**config.mk**
```make
export PLATFORM = sky130hd
export DESIGN_NAME = spi_sched_flat
export DESIGN_NICKNAME = d
export VERILOG_FILES = /design/src/rtl/spi_sched_if.sv /design/src/rtl/spi_sched.sv /design/src/flat_wrapper.sv
export SDC_FILE = /design/constraint.sdc
export NUM_CORES = 1
export LEC_CHECK = 0
export CAP_MARGIN = 20
export CORE_MARGIN = 1.5
export CORE_UTILIZATION = 35
export CTS_CLUSTER_DIAMETER = 150
export DETAILED_ROUTE_END_ITERATION = 10
export MAX_ROUTING_LAYER = met4
export PLACE_DENSITY = 0.64
export SETUP_SLACK_MARGIN = 0.5
export SLEW_MARGIN = 20
export SYNTH_ARGS = -nofsm -noshare
export SYNTH_HDL_FRONTEND = slang
export SYNTH_SLANG_ARGS = --single-unit
```
**constraint.sdc**
```tcl
create_clock -name clk -period 2.94 [get_ports clk]
set_clock_uncertainty 0.05 [all_clocks]
set_input_delay 0.588 -clock clk [delete_from_list [all_inputs] [get_ports clk]]
set_output_delay 0.588 -clock clk [all_outputs]
set_load 0.005 [all_outputs]
```
**src/rtl/spi_sched_if.sv**
```systemverilog
`default_nettype none
// ============================================================================
// Module      : spi_sched_if
// Description : Requester and SPI-master signal bundle for spi_sched.
// Revision    : 1.0 - initial release
// ============================================================================
interface spi_sched_if #(
    parameter int NREQ = 4
);
    logic [NREQ-1:0]      req;
    logic [16*NREQ-1:0]   req_cmd;
    logic [3*NREQ-1:0]    req_ss;
    logic [NREQ-1:0]      gnt;
    logic [NREQ-1:0]      req_done;
    logic [15:0]          rd_data;
    logic                 err;
    logic                 busy;
    logic [2:0]           ss;
    logic                 spi_wrt;
    logic [15:0]          spi_cmd;
    logic                 spi_done;
    logic [15:0]          spi_data;

    modport master (
        input  req, req_cmd, req_ss, spi_done, spi_data,
        output gnt, req_done, rd_data, err, busy, ss, spi_wrt, spi_cmd
    );

    modport slave (
        output req, req_cmd, req_ss, spi_done, spi_data,
        input  gnt, req_done, rd_data, err, busy, ss, spi_wrt, spi_cmd
    );
endinterface
`default_nettype wire

```
**src/rtl/spi_sched.sv**
```systemverilog
`default_nettype none
// ============================================================================
// Module      : spi_sched
// Description : Round-robin scheduler sharing one SPI master among NREQ
//               requesters, with slave-select ownership, gap and timeout.
// Revision    : 1.0 - initial release
// ============================================================================
module spi_sched #(
    parameter int NREQ    = 4,
    parameter int GAP_CYC = 4,
    parameter int TIMEOUT = 1023
) (
    input  wire logic       clk,
    input  wire logic       rst_n,
    spi_sched_if.master     bus
);
    localparam int          IDXW      = (NREQ > 1) ? $clog2(NREQ) : 1;
    localparam logic [2:0]  c_SS_NONE = 3'b111;
    localparam logic [2:0]  c_SS_MAX  = 3'd4;

    typedef enum logic [1:0] {
        S_IDLE   = 2'd0,
        S_LAUNCH = 2'd1,
        S_BUSY   = 2'd2,
        S_GAP    = 2'd3
    } state_t;

    state_t             r_state;
    state_t             w_next;
    logic [IDXW-1:0]    r_ptr;
    logic [IDXW-1:0]    r_win;
    logic [NREQ-1:0]    r_gnt;
    logic [NREQ-1:0]    r_req_done;
    logic [15:0]        r_rd_data;
    logic               r_err;
    logic [2:0]         r_ss;
    logic               r_spi_wrt;
    logic [15:0]        r_spi_cmd;
    logic [15:0]        r_tmo_cnt;
    logic [7:0]         r_gap_cnt;

    logic               w_found;
    logic [IDXW-1:0]    w_win;
    logic [IDXW:0]      w_sum;
    logic [NREQ-1:0]    w_onehot;
    logic [2:0]         w_ss_sel;
    logic [15:0]        w_cmd_sel;
    logic               w_ss_valid;
    logic               w_tmo_hit;
    logic               w_gap_end;

    // Scan from the round-robin pointer, wrapping modulo NREQ.
    always_comb begin
        w_found = 1'b0;
        w_win   = '0;
        w_sum   = '0;
        for (int k = 0; k < NREQ; k++) begin
            w_sum = {1'b0, r_ptr} + (IDXW+1)'(k);
            if (w_sum >= (IDXW+1)'(NREQ)) begin
                w_sum = w_sum - (IDXW+1)'(NREQ);
            end
            if (!w_found && bus.req[w_sum[IDXW-1:0]]) begin
                w_found = 1'b1;
                w_win   = w_sum[IDXW-1:0];
            end
        end
    end

    assign w_onehot   = {{(NREQ-1){1'b0}}, 1'b1} << w_win;
    assign w_ss_sel   = bus.req_ss[w_win*3 +: 3];
    assign w_cmd_sel  = bus.req_cmd[{w_win, 4'b0000} +: 16];
    assign w_ss_valid = (w_ss_sel <= c_SS_MAX);
    assign w_tmo_hit  = (r_tmo_cnt == 16'(TIMEOUT - 1));
    assign w_gap_end  = (GAP_CYC <= 1) ? 1'b1 : (r_gap_cnt == 8'(GAP_CYC - 1));

    always_ff @(posedge clk or negedge rst_n) begin
        if (!rst_n) begin
            r_state <= S_IDLE;
        end else begin
            r_state <= w_next;
        end
    end

    always_comb begin
        w_next = r_state;
        case (r_state)
            S_IDLE:   if (w_found) w_next = w_ss_valid ? S_LAUNCH : S_GAP;
            S_LAUNCH: w_next = S_BUSY;
            S_BUSY:   if (bus.spi_done || w_tmo_hit) w_next = S_GAP;
            S_GAP:    if (w_gap_end) w_next = S_IDLE;
            default:  w_next = S_IDLE;
        endcase
    end

    always_ff @(posedge clk or negedge rst_n) begin
        if (!rst_n) begin
            r_ptr      <= '0;
            r_win      <= '0;
            r_gnt      <= '0;
            r_req_done <= '0;
            r_rd_data  <= '0;
            r_err      <= 1'b0;
            r_ss       <= c_SS_NONE;
            r_spi_wrt  <= 1'b0;
            r_spi_cmd  <= '0;
            r_tmo_cnt  <= '0;
            r_gap_cnt  <= '0;
        end else begin
            r_req_done <= '0;
            r_err      <= 1'b0;
            r_spi_wrt  <= 1'b0;
            case (r_state)
                S_IDLE: begin
                    if (w_found) begin
                        r_win     <= w_win;
                        r_spi_cmd <= w_cmd_sel;
                        r_gap_cnt <= '0;
                        if (w_ss_valid) begin
                            r_gnt <= w_onehot;
                            r_ss  <= w_ss_sel;
                        end else begin
                            // Rejected target: complete with error, never touch the bus.
                            r_err      <= 1'b1;
                            r_req_done <= w_onehot;
                        end
                    end
                end
                S_LAUNCH: begin
                    r_spi_wrt <= 1'b1;
                    r_tmo_cnt <= '0;
                end
                S_BUSY: begin
                    r_tmo_cnt <= r_tmo_cnt + 16'd1;
                    if (bus.spi_done || w_tmo_hit) begin
                        r_req_done <= r_gnt;
                        r_gnt      <= '0;
                        r_ss       <= c_SS_NONE;
                        r_gap_cnt  <= '0;
                        if (bus.spi_done) begin
                            r_rd_data <= bus.spi_data;
                        end else begin
                            r_err <= 1'b1;
                        end
                    end
                end
                S_GAP: begin
                    r_gap_cnt <= r_gap_cnt + 8'd1;
                    if (w_gap_end) begin
                        r_ptr <= (r_win == IDXW'(NREQ - 1)) ? '0 : r_win + 1'b1;
                    end
                end
                default: ;
            endcase
        end
    end

    assign bus.gnt      = r_gnt;
    assign bus.req_done = r_req_done;
    assign bus.rd_data  = r_rd_data;
    assign bus.err      = r_err;
    assign bus.busy     = (r_state != S_IDLE);
    assign bus.ss       = r_ss;
    assign bus.spi_wrt  = r_spi_wrt;
    assign bus.spi_cmd  = r_spi_cmd;
endmodule
`default_nettype wire
```
**src/flat_wrapper.sv**
```systemverilog
// flat-port wrapper written by rule: the top's interface ports become plain ports
module spi_sched_flat 
#(
    parameter int NREQ    = 4,
    parameter int GAP_CYC = 4,
    parameter int TIMEOUT = 1023
)
  (clk, rst_n, bus_req, bus_req_cmd, bus_req_ss, bus_spi_done, bus_spi_data, bus_gnt, bus_req_done, bus_rd_data, bus_err, bus_busy, bus_ss, bus_spi_wrt, bus_spi_cmd);
  spi_sched_if #(.NREQ(NREQ)) bus_i ();
  input  wire logic clk;
  input  wire logic rst_n;
  input wire logic [$bits(bus_i.req)-1:0] bus_req;
  input wire logic [$bits(bus_i.req_cmd)-1:0] bus_req_cmd;
  input wire logic [$bits(bus_i.req_ss)-1:0] bus_req_ss;
  input wire logic [$bits(bus_i.spi_done)-1:0] bus_spi_done;
  input wire logic [$bits(bus_i.spi_data)-1:0] bus_spi_data;
  output wire logic [$bits(bus_i.gnt)-1:0] bus_gnt;
  output wire logic [$bits(bus_i.req_done)-1:0] bus_req_done;
  output wire logic [$bits(bus_i.rd_data)-1:0] bus_rd_data;
  output wire logic [$bits(bus_i.err)-1:0] bus_err;
  output wire logic [$bits(bus_i.busy)-1:0] bus_busy;
  output wire logic [$bits(bus_i.ss)-1:0] bus_ss;
  output wire logic [$bits(bus_i.spi_wrt)-1:0] bus_spi_wrt;
  output wire logic [$bits(bus_i.spi_cmd)-1:0] bus_spi_cmd;
  assign bus_i.req = bus_req;
  assign bus_i.req_cmd = bus_req_cmd;
  assign bus_i.req_ss = bus_req_ss;
  assign bus_i.spi_done = bus_spi_done;
  assign bus_i.spi_data = bus_spi_data;
  assign bus_gnt = bus_i.gnt;
  assign bus_req_done = bus_i.req_done;
  assign bus_rd_data = bus_i.rd_data;
  assign bus_err = bus_i.err;
  assign bus_busy = bus_i.busy;
  assign bus_ss = bus_i.ss;
  assign bus_spi_wrt = bus_i.spi_wrt;
  assign bus_spi_cmd = bus_i.spi_cmd;
  spi_sched #(.NREQ(NREQ), .GAP_CYC(GAP_CYC), .TIMEOUT(TIMEOUT)) u_core (.clk(clk), .rst_n(rst_n), .bus(bus_i));
endmodule
```
## After elaboration in Yosys (flattened, before gate mapping)

Cells that the tools add are included.
Widths: inputs -> output; s select.

- Bits in registers: 75
- Bits in latches: 0
- Bits in writable memories: 0
- ROM bits: 0
- Input port bits: 99
- Output and inout bits: 46
- Logic and storage cells: 111
- Memories kept: 0

- $add $sub $neg: 10
- $mul: 1
- Div/mod/pow operators: 0
- $lt $le $gt $ge: 9
- Equal/unequal tests: 10
- Shift operators: 3
- Mux-type cells: 48
- Bitwise logic cells: 0
- Reduce and logical (&&, ||, !) cells: 18

Operator list:

| cell | count |
|---|---|
| $shiftx 64x7->16 | 1 |
| $pmux 16 s2 | 1 |
| $mux 2 | 13 |
| $mux 4 | 6 |
| $pmux 8 s3 | 1 |
| $add 16x1->16 const B | 1 |
| $eq 16x10->1 const B | 1 |
| $mux 8 | 2 |
| $pmux 4 s2 | 2 |
| $mux 1 | 13 |
| $lt 2x3->1 const B | 4 |
| $shiftx 12x5->3 | 1 |
| $ge 3x3->1 const B | 3 |
| $mux 3 | 3 |
| $reduce_and 3->1 | 3 |
| $add 8x1->8 const B | 1 |
| $bmux 1 s2 | 4 |
| $eq 8x2->1 const B | 1 |
| $ne 2x1->1 const B | 4 |
| $pmux 2 s4 | 1 |
| $sub 2x1->2 const B | 4 |
| $add 2x2->3 const B | 2 |
| $eq 2x2->1 const B | 3 |
| $pmux 3 s2 | 1 |
| other kinds (16) | 23 |

## Depth between registers and ports, before layout

- Word-level depth: 20
- Mapped depth: 10
- Depth with buffers taken out: 9

## Worst setup path after synthesis

No wires, ideal clock.

- Path type: input to register
- Start point: input port bus_req[3]
- End point: register u_core.r_gnt[0] (netlist: u_core.bus.gnt[0])
- Setup time: 132 ps
- Data arrival time: 2,215 ps
- Data required time: 2,758 ps
- Slack: 542 ps
- Stages: 8
- Path buffers: 1
- Cells stage by stage: nand2b_1 > o21ai_0 > or3_1 > clkbuf_1 > mux2_2 > a211oi_4 > or2b_2 > o211ai_1

- Cells in the longest elaborated chain, start to end: 17
- Elaborated cells between the ends (all ways): 32
- Those cells by class: 1 x mul; 1 x order compare; 2 x eq/ne; 2 x shift; 19 x mux; 7 x reduce/logical

RTL lines:

| item | RTL line | source |
|---|---|---|
| from (decl) | flat_wrapper.sv:12 | `input wire logic [$bits(bus_i.req)-1:0] bus_req;` |
| $bmux 1 s2 | spi_sched.sv:62 | `if (!w_found && bus.req[w_sum[IDXW-1:0]]) begin` |
| $mux 1 (not written as such) | spi_sched.sv:62 |  |
| $mux 1 | spi_sched.sv:62 |  |
| $logic_not 1->1 | spi_sched.sv:62 |  |
| $logic_and 1x1->1 | spi_sched.sv:62 |  |
| $mux 1 | spi_sched.sv:62 |  |
| $logic_not 1->1 | spi_sched.sv:62 |  |
| $logic_and 1x1->1 | spi_sched.sv:62 |  |
| $mux 1 | spi_sched.sv:62 |  |
| $logic_not 1->1 | spi_sched.sv:62 |  |
| $logic_and 1x1->1 | spi_sched.sv:62 |  |
| $mux 2 | spi_sched.sv:62 |  |
| $mul 2x2->4 | spi_sched.sv:70 | `assign w_ss_sel = bus.req_ss[w_win*3 +: 3];` |
| $shiftx 12x5->3 | spi_sched.sv:70 |  |
| $le 3x3->1 | spi_sched.sv:72 | `assign w_ss_valid = (w_ss_sel <= c_SS_MAX);` |
| $ne 2x1->1 (no source line) | n/a |  |
| $reduce_and 4->1 (no source line) | n/a |  |
| to (signal assigned) | spi_sched.sv:119 | `r_gnt <= w_onehot;` |
| to (decl) | spi_sched.sv:32 | `logic [NREQ-1:0] r_gnt;` |

Several ways; a longest one is shown, not always the timed one. The select of a mux whose other input is x is not followed.
A chain may end at the register's enable or synchronous reset.

## Worst setup path in the final report

- Start point: register u_core.r_state[0]
- End point: output port bus_busy

- Cells in the longest elaborated chain, start to end: 1

RTL lines:

| item | RTL line | source |
|---|---|---|
| from (decl) | spi_sched.sv:28 | `state_t r_state;` |
| from (signal assigned) | spi_sched.sv:80 | `r_state <= w_next;` |
| $reduce_bool 2->1 | spi_sched.sv:161 | `assign bus.busy = (r_state != S_IDLE);` |
| to (decl) | flat_wrapper.sv:21 | `output wire logic [$bits(bus_i.busy)-1:0] bus_busy;` |

No other way between the ends.

==> flow_metrics.tcl <==
set metrics [dict create \
    outcome "finished, final reports clean" \
    critPathLaunchType "register" \
    core_um2 11000 \
    synthSimpleGateAreaFrac_pct 24.3 \
    wire_per_inst_um 14.5 \
    yosysTopAreaCell "dfrtp_1" \
    cp.arrival_ns 1.65 \
    power.internal_mw 3.25 \
    numCtsBuffers 9 \
    synth.top_cell.area_share_pct 44.9 \
    p_seq_share_pct 31.5 \
    worstPathRequired_ns 2.30 \
    antenna_found_initial 0 \
    viasPerCell 5.01 \
    peakVddDrop_v 0.000374 \
    grt_max_degree 76 \
    insertion_delay_ns 0.33 \
    synth_seq_area_share_pct 46.9 \
    multi_input_area_um2 2040 \
    share_comb_of_total_power_pct 45.9 \
    synth_mux_area_share_pct 7.62 \
    finalNetCount 722 \
    die-height_um 110 \
    setup.worst_path.end_class "output pin" \
    powerDensity_nw_per_um2 840 \
    ios 145 \
    hp-class "input pin to asynchronous set/reset pin" \
    grt_pass1_wl_um 17100 \
    setup_viol 0 \
    reg2reg_slack_ns 0.67 \
    layout_common_cells "clkdlybuf4s50_1 (139), nand2_1 (87), nor2_1 (73)" \
    maxSlewViolCount 0 \
    fillers 1028 \
    grt_use_total_pct 18.8 \
    crit_type "register to output pin" \
    hpwl_um 8180 \
    synth_xor_area_share_pct 1.97 \
    ys_warn_count 0 \
    placed_area_um2 5640 \
    netlist_area_um2 4010 \
    hold_ws_ns 0.342 \
    tightestPinTransition_ns 0.937 \
    fmax_mhz 437 \
    clk_path_buf_depth 2 \
    layout_commonest_cell "clkdlybuf4s50_1" \
    leakage_nw 2.67 \
    antenna_cells 0 \
    port_buffers 144 \
    drive_above_1_share_pct 11.9 \
    cp_max_fo 5 \
    dr.pass1.iters 4 \
    final_antenna_net_count 0 \
    synth_area_leaders "dfrtp_1 (45%), nand2_1 (8.1%), nor2_1 (6.8%)" \
    htree_levels 3 \
    synth_compound_area_share_pct 13.5 \
    grt-ovfl-total 0 \
    vias 3809 \
    switching_power_mw 1.79 \
    cts-root-buf "clkbuf_16" \
    synth.distinct_cells 43 \
    start_util_pct 36.5 \
    p_sw_share_pct 35.5 \
    clock_power_share_pct 22.5 \
    cts_hold_repair.buffers 0 \
    synth_fa_ha_area_share_pct 2.50 \
    synthToLayoutAreaGrowth_pct 49.8 \
    period_needed_ns 2.29 \
    die-area_um2 12100 \
    gp_congestion 0.829 \
    relSlewSlack_pct 37.5 \
    drc 0 \
    wl_um 11000 \
    die_x_um 110 \
    seqCellArea_um2 1880 \
    syn_nets 571 \
    finalInstanceArea_um2 6010 \
    grt_pass1_vias 3564 \
    maxCapViolations 0 \
    synth_seq_cells 75 \
    drt-initial-drc-count 263 \
    clk_pin_slew_worst_paths_ns 0.07 \
    total_power_mw 5.04 \
    syn-instance-count 464 \
    clock_sinks 75 \
    synth_top_family_by_area "simple AND/OR/NAND/NOR gates" \
    cts_tree "built" \
    synth.avg_cell_area_um2 8.64 \
    rows 38 \
    period_share_pct 77.7 \
    rsz0062_at_grt "true" \
    fin_setup_tns_ns 0 \
    finalHoldViolCount 0 \
]
[what timing repair did]
item                                    4_1_cts  5_1_grt
pin swaps                                     2        1
endpoints found under the setup margin       14       12
setup buffers                                 3        1
gates resized for setup                      12        5
[final cells by class]
cell class,count,share of cell area [%]
inverter,10,0.625
multi-input combinational,357,33.9
clock buffer,9,3.75
clock inverter,7,1.40
tap,140,2.92
timing repair buffer,162,26.1
sequential,75,31.4
[critical path: stages (launching register included)]
cell             delay (ns)
dfrtp_1                0.39
inv_1                  0.08
ha_1                   0.27
inv_2                  0.09
clkdlybuf4s50_1        0.50
[stage by stage]
stage	setup WS, ns	std cells	util [%]
finish	0.654	760	54.7
floorplan	0.542	464	-
global placement	-0.0605	740	51.3
detailed placement	-0.129	740	51.3
global route	0.501	760	54.7
CTS	0.542	759	54.5
[Yosys cell counts (all sizes together)]
master,n
a21oi,12
ha,8
nand2,87
a31o,1
or2b,1
a2bb2oi,1
clkbuf,20
o21a,1
o22ai,1
buf,2
or3,4
and3,5
xor2,7
dfstp,3
o21ai,47
nand3,34
a21boi,1
mux2i,8
nor2b,4
and4,1
nor3,3
inv,10
nand2b,5
o31ai,7
mux2,20
or2,1
a21o,4
a211oi,2
nor2,73
dfrtp,72
nand3b,1
and2b,1
a22o,4
a32o,2
xnor2,2
o2bb2ai,2
a31oi,1
nand4,3
o211ai,1
nor4,2
[worst paths after layout]
kind	startpoint	to	depth (start not counted)
max	u_core.r_state[0]	bus_busy	4
min	rst_n	u_core.bus.rd_data[7]	1
max reg2reg	u_core.r_ptr[1]	u_core.bus.gnt[0]	8
min reg2reg	u_core.bus.spi_cmd[2]	u_core.bus.spi_cmd[2]	2
max in group asynchronous	rst_n	u_core.r_ptr[1]	1
min in group clk	u_core.bus.spi_cmd[2]	u_core.bus.spi_cmd[2]	2
[cells by family (layout without fill, tap and decap cells)]
family                     after synthesis  count (layout)
xor gates and xnor gates                 9               9
adders and majority gates                8               8
muxes                                   28              28
and+or+nand+nor                        225             225
AOI/OAI and AO/OA                       87              87
buffers and inverters                   32             188
DFF                                     75              75
[state kept, by name, indices dropped and copies added, names as in the netlist]
signal               flops
u_core.bus.rd_data      16
u_core.bus.spi_wrt       1
u_core.bus.ss            3
u_core.r_state           2
u_core.bus.req_done      4
u_core.r_ptr             2
u_core.r_gap_cnt         8
u_core.r_tmo_cnt        16
u_core.bus.err           1
u_core.bus.gnt           4
u_core.r_win             2
u_core.bus.spi_cmd      16
[power groups by stage]
| stage | Clock [mW] | Sequential [mW] | Combinational, mW |
|---|---|---|---|
| floorplan | 0 | 1.61 | 1.17 |
| global placement | 0 | 1.59 | 2.26 |
| detailed placement | 0 | 1.61 | 2.28 |
| CTS | 1.16 | 1.59 | 2.34 |
| global route | 1.22 | 1.64 | 2.57 |
| finish | 1.14 | 1.59 | 2.32 |
[routing by layer]
layer | vias up | global-route usage [%] | routed length, um
met3 | 14 | 5.29 | 935
met2 | 107 | 31.7 | 5300
met1 | 1802 | 21.6 | 4640
met4 | 0 | 6.22 | 167
li1 | 1886 | - | -
met5 | - | - | 0
Power figures use the tool's default switching activity.
